### src/rtl/dispatch_ctrl_pkg.sv
// Shared reservation-station encodings and sizing helpers for the dispatch stage.
`ifndef DISPATCH_CONSTANTS_VH
`define DISPATCH_CONSTANTS_VH
`define RS_SEL  2
`define RS_ALU  2'd0
`define RS_MUL  2'd1
`define RS_LDST 2'd2
`define RS_BR   2'd3
`define RS_NUM  4
`endif

package dispatch_ctrl_pkg;
  localparam int RS_SEL_W = `RS_SEL;
  localparam int RS_NUM   = `RS_NUM;

  typedef logic [RS_SEL_W-1:0] rs_sel_t;

  localparam rs_sel_t RS_ALU  = `RS_ALU;
  localparam rs_sel_t RS_MUL  = `RS_MUL;
  localparam rs_sel_t RS_LDST = `RS_LDST;
  localparam rs_sel_t RS_BR   = `RS_BR;

  // Two-entry dispatch stage; v is always packed toward slot0.
  typedef struct packed {
    logic [1:0] v;
    rs_sel_t    sel0;
    rs_sel_t    sel1;
  } stage_t;

  function automatic int cnt_w(input int depth);
    return $clog2(depth + 1);
  endfunction

  function automatic int max2(input int a, input int b);
    return (a > b) ? a : b;
  endfunction
endpackage

### src/rtl/rs_credit_ctr.sv
// Free-entry credit counter for one reservation station: up to two dispatches
// and two releases per cycle, flush restores the full depth.
module rs_credit_ctr
  import dispatch_ctrl_pkg::*;
#(
  parameter int DEPTH = 8,
  localparam int W = cnt_w(DEPTH)
) (
  input  logic         clk,
  input  logic         rst_n,
  input  logic         flush,
  input  logic [1:0]   disp_cnt,
  input  logic [1:0]   rel_cnt,
  output logic [W-1:0] count
);
  localparam logic [W+1:0] DEPTH_X = (W+2)'(DEPTH);

  logic [W-1:0] count_reg, count_next;
  logic [W+1:0] sum_up, disp_ext;

  // Sum is formed two bits wider so an illegal over/underflow stays visible.
  always_comb begin
    disp_ext   = {{W{1'b0}}, disp_cnt};
    sum_up     = {2'b00, count_reg} + {{W{1'b0}}, rel_cnt};
    count_next = flush ? W'(DEPTH) : W'(sum_up - disp_ext);
  end

  always_ff @(posedge clk or negedge rst_n) begin
    if (!rst_n) begin
      count_reg <= W'(DEPTH);
    end else begin
      count_reg <= count_next;
    end
  end

  assign count = count_reg;

`ifndef SYNTHESIS
  a_no_underflow: assert property (@(posedge clk) disable iff (!rst_n)
    flush || (sum_up >= disp_ext));
  a_no_overflow: assert property (@(posedge clk) disable iff (!rst_n)
    flush || ((sum_up - disp_ext) <= DEPTH_X));
  a_in_range: assert property (@(posedge clk) disable iff (!rst_n)
    {2'b00, count_reg} <= DEPTH_X);
`endif
endmodule

### src/rtl/dispatch_ctrl.sv
// Two-wide in-order dispatch stage with per-RS credit tracking; a decoded pair
// is captured one cycle and dispatched as soon as its target stations have room.
module dispatch_ctrl
  import dispatch_ctrl_pkg::*;
#(
  parameter int ALU_DEPTH  = 8,
  parameter int MUL_DEPTH  = 4,
  parameter int LDST_DEPTH = 8,
  parameter int BR_DEPTH   = 4
) (
  input  logic                  i_clk,
  input  logic                  i_rst_n,
  input  logic                  i_flush,
  input  logic [1:0]            i_dec_valid,
  input  logic [RS_SEL_W-1:0]   i_dec_rs_sel0,
  input  logic [RS_SEL_W-1:0]   i_dec_rs_sel1,
  output logic                  o_dec_ready,
  input  logic [2*RS_NUM-1:0]   i_rel_cnt,
  output logic [1:0]            o_dis_valid,
  output logic [RS_SEL_W-1:0]   o_dis_rs_sel0,
  output logic [RS_SEL_W-1:0]   o_dis_rs_sel1,
  output logic                  o_shift,
  output logic                  o_stage_en
);
  localparam int CW = cnt_w(max2(max2(ALU_DEPTH, MUL_DEPTH), max2(LDST_DEPTH, BR_DEPTH)));

  stage_t        stage_reg, stage_next;
  logic [CW-1:0] credit [RS_NUM];
  logic          disp0, disp1, all_go;

  // Slot1 may only go behind slot0; a shared target needs two free entries.
  always_comb begin
    disp0 = 1'b0;
    disp1 = 1'b0;
    if (!i_flush && stage_reg.v[0] && (credit[stage_reg.sel0] != '0)) begin
      disp0 = 1'b1;
      if (stage_reg.v[1]) begin
        disp1 = (stage_reg.sel1 == stage_reg.sel0) ? (credit[stage_reg.sel1] > CW'(1))
                                                   : (credit[stage_reg.sel1] != '0);
      end
    end
  end

  assign all_go        = !stage_reg.v[0] || (disp0 && (!stage_reg.v[1] || disp1));
  assign o_dec_ready   = i_rst_n && !i_flush && all_go;
  assign o_stage_en    = o_dec_ready && (i_dec_valid != 2'b00);
  assign o_shift       = disp0 && stage_reg.v[1] && !disp1;
  assign o_dis_valid   = {disp1, disp0};
  assign o_dis_rs_sel0 = stage_reg.sel0;
  assign o_dis_rs_sel1 = stage_reg.sel1;

  always_comb begin
    stage_next = stage_reg;
    if (i_flush) begin
      stage_next = '0;
    end else if (o_stage_en) begin
      stage_next.v    = i_dec_valid[0] ? i_dec_valid : 2'b01;
      stage_next.sel0 = i_dec_valid[0] ? i_dec_rs_sel0 : i_dec_rs_sel1;
      stage_next.sel1 = i_dec_rs_sel1;
    end else if (o_dec_ready) begin
      stage_next.v = 2'b00;
    end else if (o_shift) begin
      stage_next.v    = 2'b01;
      stage_next.sel0 = stage_reg.sel1;
    end
  end

  always_ff @(posedge i_clk or negedge i_rst_n) begin
    if (!i_rst_n) begin
      stage_reg <= '0;
    end else begin
      stage_reg <= stage_next;
    end
  end

  generate
    for (genvar gi = 0; gi < RS_NUM; gi++) begin : g_rs
      localparam int D = (gi == int'(RS_ALU))  ? ALU_DEPTH  :
                         (gi == int'(RS_MUL))  ? MUL_DEPTH  :
                         (gi == int'(RS_LDST)) ? LDST_DEPTH : BR_DEPTH;
      localparam int W = cnt_w(D);

      logic [1:0]   disp_cnt;
      logic [W-1:0] cnt;

      assign disp_cnt = {1'b0, disp0 && (stage_reg.sel0 == RS_SEL_W'(gi))}
                      + {1'b0, disp1 && (stage_reg.sel1 == RS_SEL_W'(gi))};

      rs_credit_ctr #(.DEPTH(D)) u_ctr (
        .clk      (i_clk),
        .rst_n    (i_rst_n),
        .flush    (i_flush),
        .disp_cnt (disp_cnt),
        .rel_cnt  (i_rel_cnt[2*gi +: 2]),
        .count    (cnt)
      );

      assign credit[gi] = CW'(cnt);
    end
  endgenerate
endmodule
### config.mk
export PLATFORM = sky130hd
export DESIGN_NAME = dispatch_ctrl
export DESIGN_NICKNAME = d
export VERILOG_FILES = /design/src/rtl/dispatch_ctrl_pkg.sv /design/src/rtl/rs_credit_ctr.sv /design/src/rtl/dispatch_ctrl.sv
export SDC_FILE = /design/constraint.sdc
export NUM_CORES = 1
export LEC_CHECK = 0
export ABC_AREA = 1
export CAP_MARGIN = 20
export CORE_MARGIN = 5
export CORE_UTILIZATION = 28
export CTS_BUF_LIST = sky130_fd_sc_hd__clkbuf_4 sky130_fd_sc_hd__clkbuf_8
export DETAILED_ROUTE_END_ITERATION = 8
export GPL_TIMING_DRIVEN = 0
export PLACE_DENSITY_LB_ADDON = 0.1
export SLEW_MARGIN = 20
export SYNTH_ARGS = -nofsm -noshare
export SYNTH_HDL_FRONTEND = slang
export SYNTH_SLANG_ARGS = --single-unit
export TNS_END_PERCENT = 20
### constraint.sdc
create_clock -name i_clk -period 5.2 [get_ports i_clk]
set_input_delay 1.04 -clock i_clk [delete_from_list [all_inputs] [get_ports i_clk]]
set_output_delay 1.04 -clock i_clk [all_outputs]
set_load 0.005 [all_outputs]
==> out/metrics.cfg <==
[routing]
route.vias.total = 1394
wl_met3_um = 93
wl_per_cell_um = 11.4
avgViaCountPerCell = 4.12
wl_met1_um = 1930
postRouteAntennaNets = 0
drt_first_pass_iters = 4
dr.first_iter.drc_count = 40
wl_um = 3850
drcViolationCount = 0
top_layer = met4
wl_met2_um = 1770

[pwr]
power.density_nw_per_um2 = 306
switching_share_pct = 36.1
p_leak_uw = 0.00117
p_sw_uw = 247
pwr-share-seq_pct = 32.8
p_int_uw = 437
vdd_drop_max_mv = 0.133
power_frac_comb_pct = 43.7
power_frac_clock_pct = 23.5

[clock_tree]
cts_tree = yes
cts-buffers-inserted = 3
clkLatencyLatePin_ps = 270
ctsResizeCount = 0
clk_pin_slew_ps = 70
cts_max_path_buffers = 2
cts_sinks = 20
htreeDepth = 1
root_buffer = clkbuf_8
post_cts_buffers = 0
cts_hold_buffers = 0

[final_layout]
antenna_cells = 0
drive_gt1_share_pct = 16.5
largest_register_ffs = 14
nets = 303
fin_area_um2 = 2240
syn_to_final_growth_pct = 21.9

[placement]
dpl.hpwl_um = 3120
dpl_cell_area_um2 = 2170
pre_cts_slack_ps = 748
numPortBuffers = 24
globalplace.congestion = 0.757

[synth]
synth_edf_count = 0
synth_top_cell_by_area = dfrtp_1
ys_ff_latch = 20
yosys-top-cells-area = dfrtp_1 (22%), fa_1 (13%), inv_1 (11%), ha_1 (8.2%), nand2_1 (6.7%)
synth_top_cells_by_count = inv_1 (54), nand2_1 (33), nor2_1 (21)
synth.top_cell.area_share_pct = 21.8
synth_nets = 274
synthFlopType = dfrtp_1
synth_cell_types = 31
syn_inst = 233
syn_area_um2 = 1840
yosysSeqAreaShare_pct = 27.5
syn_area_per_cell_um2 = 7.88
postSynth.asyncResetShare_pct = 100
yosys_warnings = 0
synth_most_common_cell = inv_1

[outcome]
run_status = finished clean

[floorplan]
ios = 26
die_h_um = 91.0
die_x_um = 91.0
core_area_um2 = 6350
num_rows = 29
dieArea_um2 = 8280
start_util_pct = 28.9

[worst_setup_path]
crit_path_max_incr_delay_ps = 480
timing.critical_path.mode_cell = inv_1
r2r-start = g_rs[2].u_ctr.count[3]
r2r_end = g_rs[1].u_ctr.count[2]
cpMaxStageDelayCell = fa_1
end_kind = flop
path_max_fanout = 7
cp.arrival_ps = 4130
r2r_slack_ps = 1710
path_class = in2reg
r2r_cells = 18
crit_path_cell_trace = clkbuf_2 -> inv_1 -> nand2_1 -> nor2_4 -> nand2_1 -> inv_1 -> nand2_1 -> nor3_1 -> fa_1 -> fa_1 -> inv_1 -> ha_1 -> inv_1 -> fa_1 -> or2_2 -> nand3_1
start_kind = primary input
required_ps = 5400

[sta]
finalSetupViolCount = 0
finalClockSkew_ps = 11.4
period_minus_slack_ps = 3930
fin_ws_ps = 1270
timing.setup.tns_ps = 0
finalCritPeriodShare_pct = 75.6
fmax_mhz = 254
rsz0062_at_grt = no
hold_viol_final = 0
worst_pin_slew_ps = 518
slew-limit-headroom_pct = 65.5
slew_violations = 0

[global_routing]
grt_overflow_total = 0
grt_pass1_vias = 1430
antenna_found_initial = 0
grt_max_degree = 22
grt_pass1_wl_um = 6620
grt_use_total_pct = 9.76

[hold_path]
holdPathEnd = stage_reg[5]
hold_start = stage_reg[5]
hold_path_depth = 2
holdCritPathClass = reg2reg

[run]
max_cap_viol_count = 0

[worst max-delay path: cells and delay by family]
family,cells,cell delay (ps)
buf+inv,5,540
simple gates,7,1140
fa+ha+maj,4,1420
[worst max-delay path by stage]
| stage | slack (ps) | from | endpoint | cells after the start |
|---|---|---|---|---|
| final | 1270 | i_flush | g_rs[1].u_ctr.count[2] | 16 |
| after global routing | 990 | i_flush | g_rs[1].u_ctr.count[2] | 16 |
| after CTS | 750 | i_rst_n | o_stage_en | 7 |
| after detailed placement | 750 | i_rst_n | o_stage_en | 7 |
| after global placement | 720 | i_rst_n | o_stage_en | 7 |
| after floorplan | 1410 | i_flush | g_rs[1].u_ctr.count[2] | 16 |
[metal layers]
metal  global-route usage, %  up-vias
li1                        -      745
met5                       0        -
met1                    13.6      623
met4                    2.93        0
met3                    1.24        5
met2                    15.8       21
[cell families after synthesis]
group	synth area share [%]
flops	27.5
mux	0.545
simple gates	24.4
xor+xnor	3.34
fa+ha+maj	21.3
compound gates	4.63
buf+inv	18.3
[placed cells by master (no fill, tap or decap), drive strengths merged, types with 4 or more instances in the layout]
cell type	n
nand3	18
nor2	26
fa	12
a21oi	5
ha	12
xnor2	5
o21ai	6
inv	59
nor3	7
dfstp	4
nand2	38
clkbuf	4
buf	13
dfrtp	16
clkdlybuf4s50	23
[through the flow]
step / instances / hold WS [ps] / total power (uW) / util [%]
2_1_floorplan: 233 / 529 / 456 / -
3_3_place_gp: 334 / 570 / 533 / 34.2
3_5_place_dp: 334 / 566 / 533 / 34.2
4_1_cts: 338 / 586 / 700 / 35.3
5_1_grt: 338 / 620 / 759 / 35.3
6_report: 338 / 578 / 685 / 35.3
[cell type report]
class	instances	area, um^2
flip-flops and latches	20	505
inverters	59	226
plain buffers	13	110
well taps	77	96.3
fillers	676	4110
multi-input cells	141	995
repair buffers	24	235
clock inverters	1	30.0
clock buffers	3	41.3
[power groups by stage]
stage	sequential, uW	clock, uW	combinational (uW)
global route	230	171	358
floorplan	223	0	233
global placement	228	0	305
finish	225	161	299
detailed placement	229	0	304
CTS	226	166	308
Note: power is estimated with default switching activity, not from simulation.
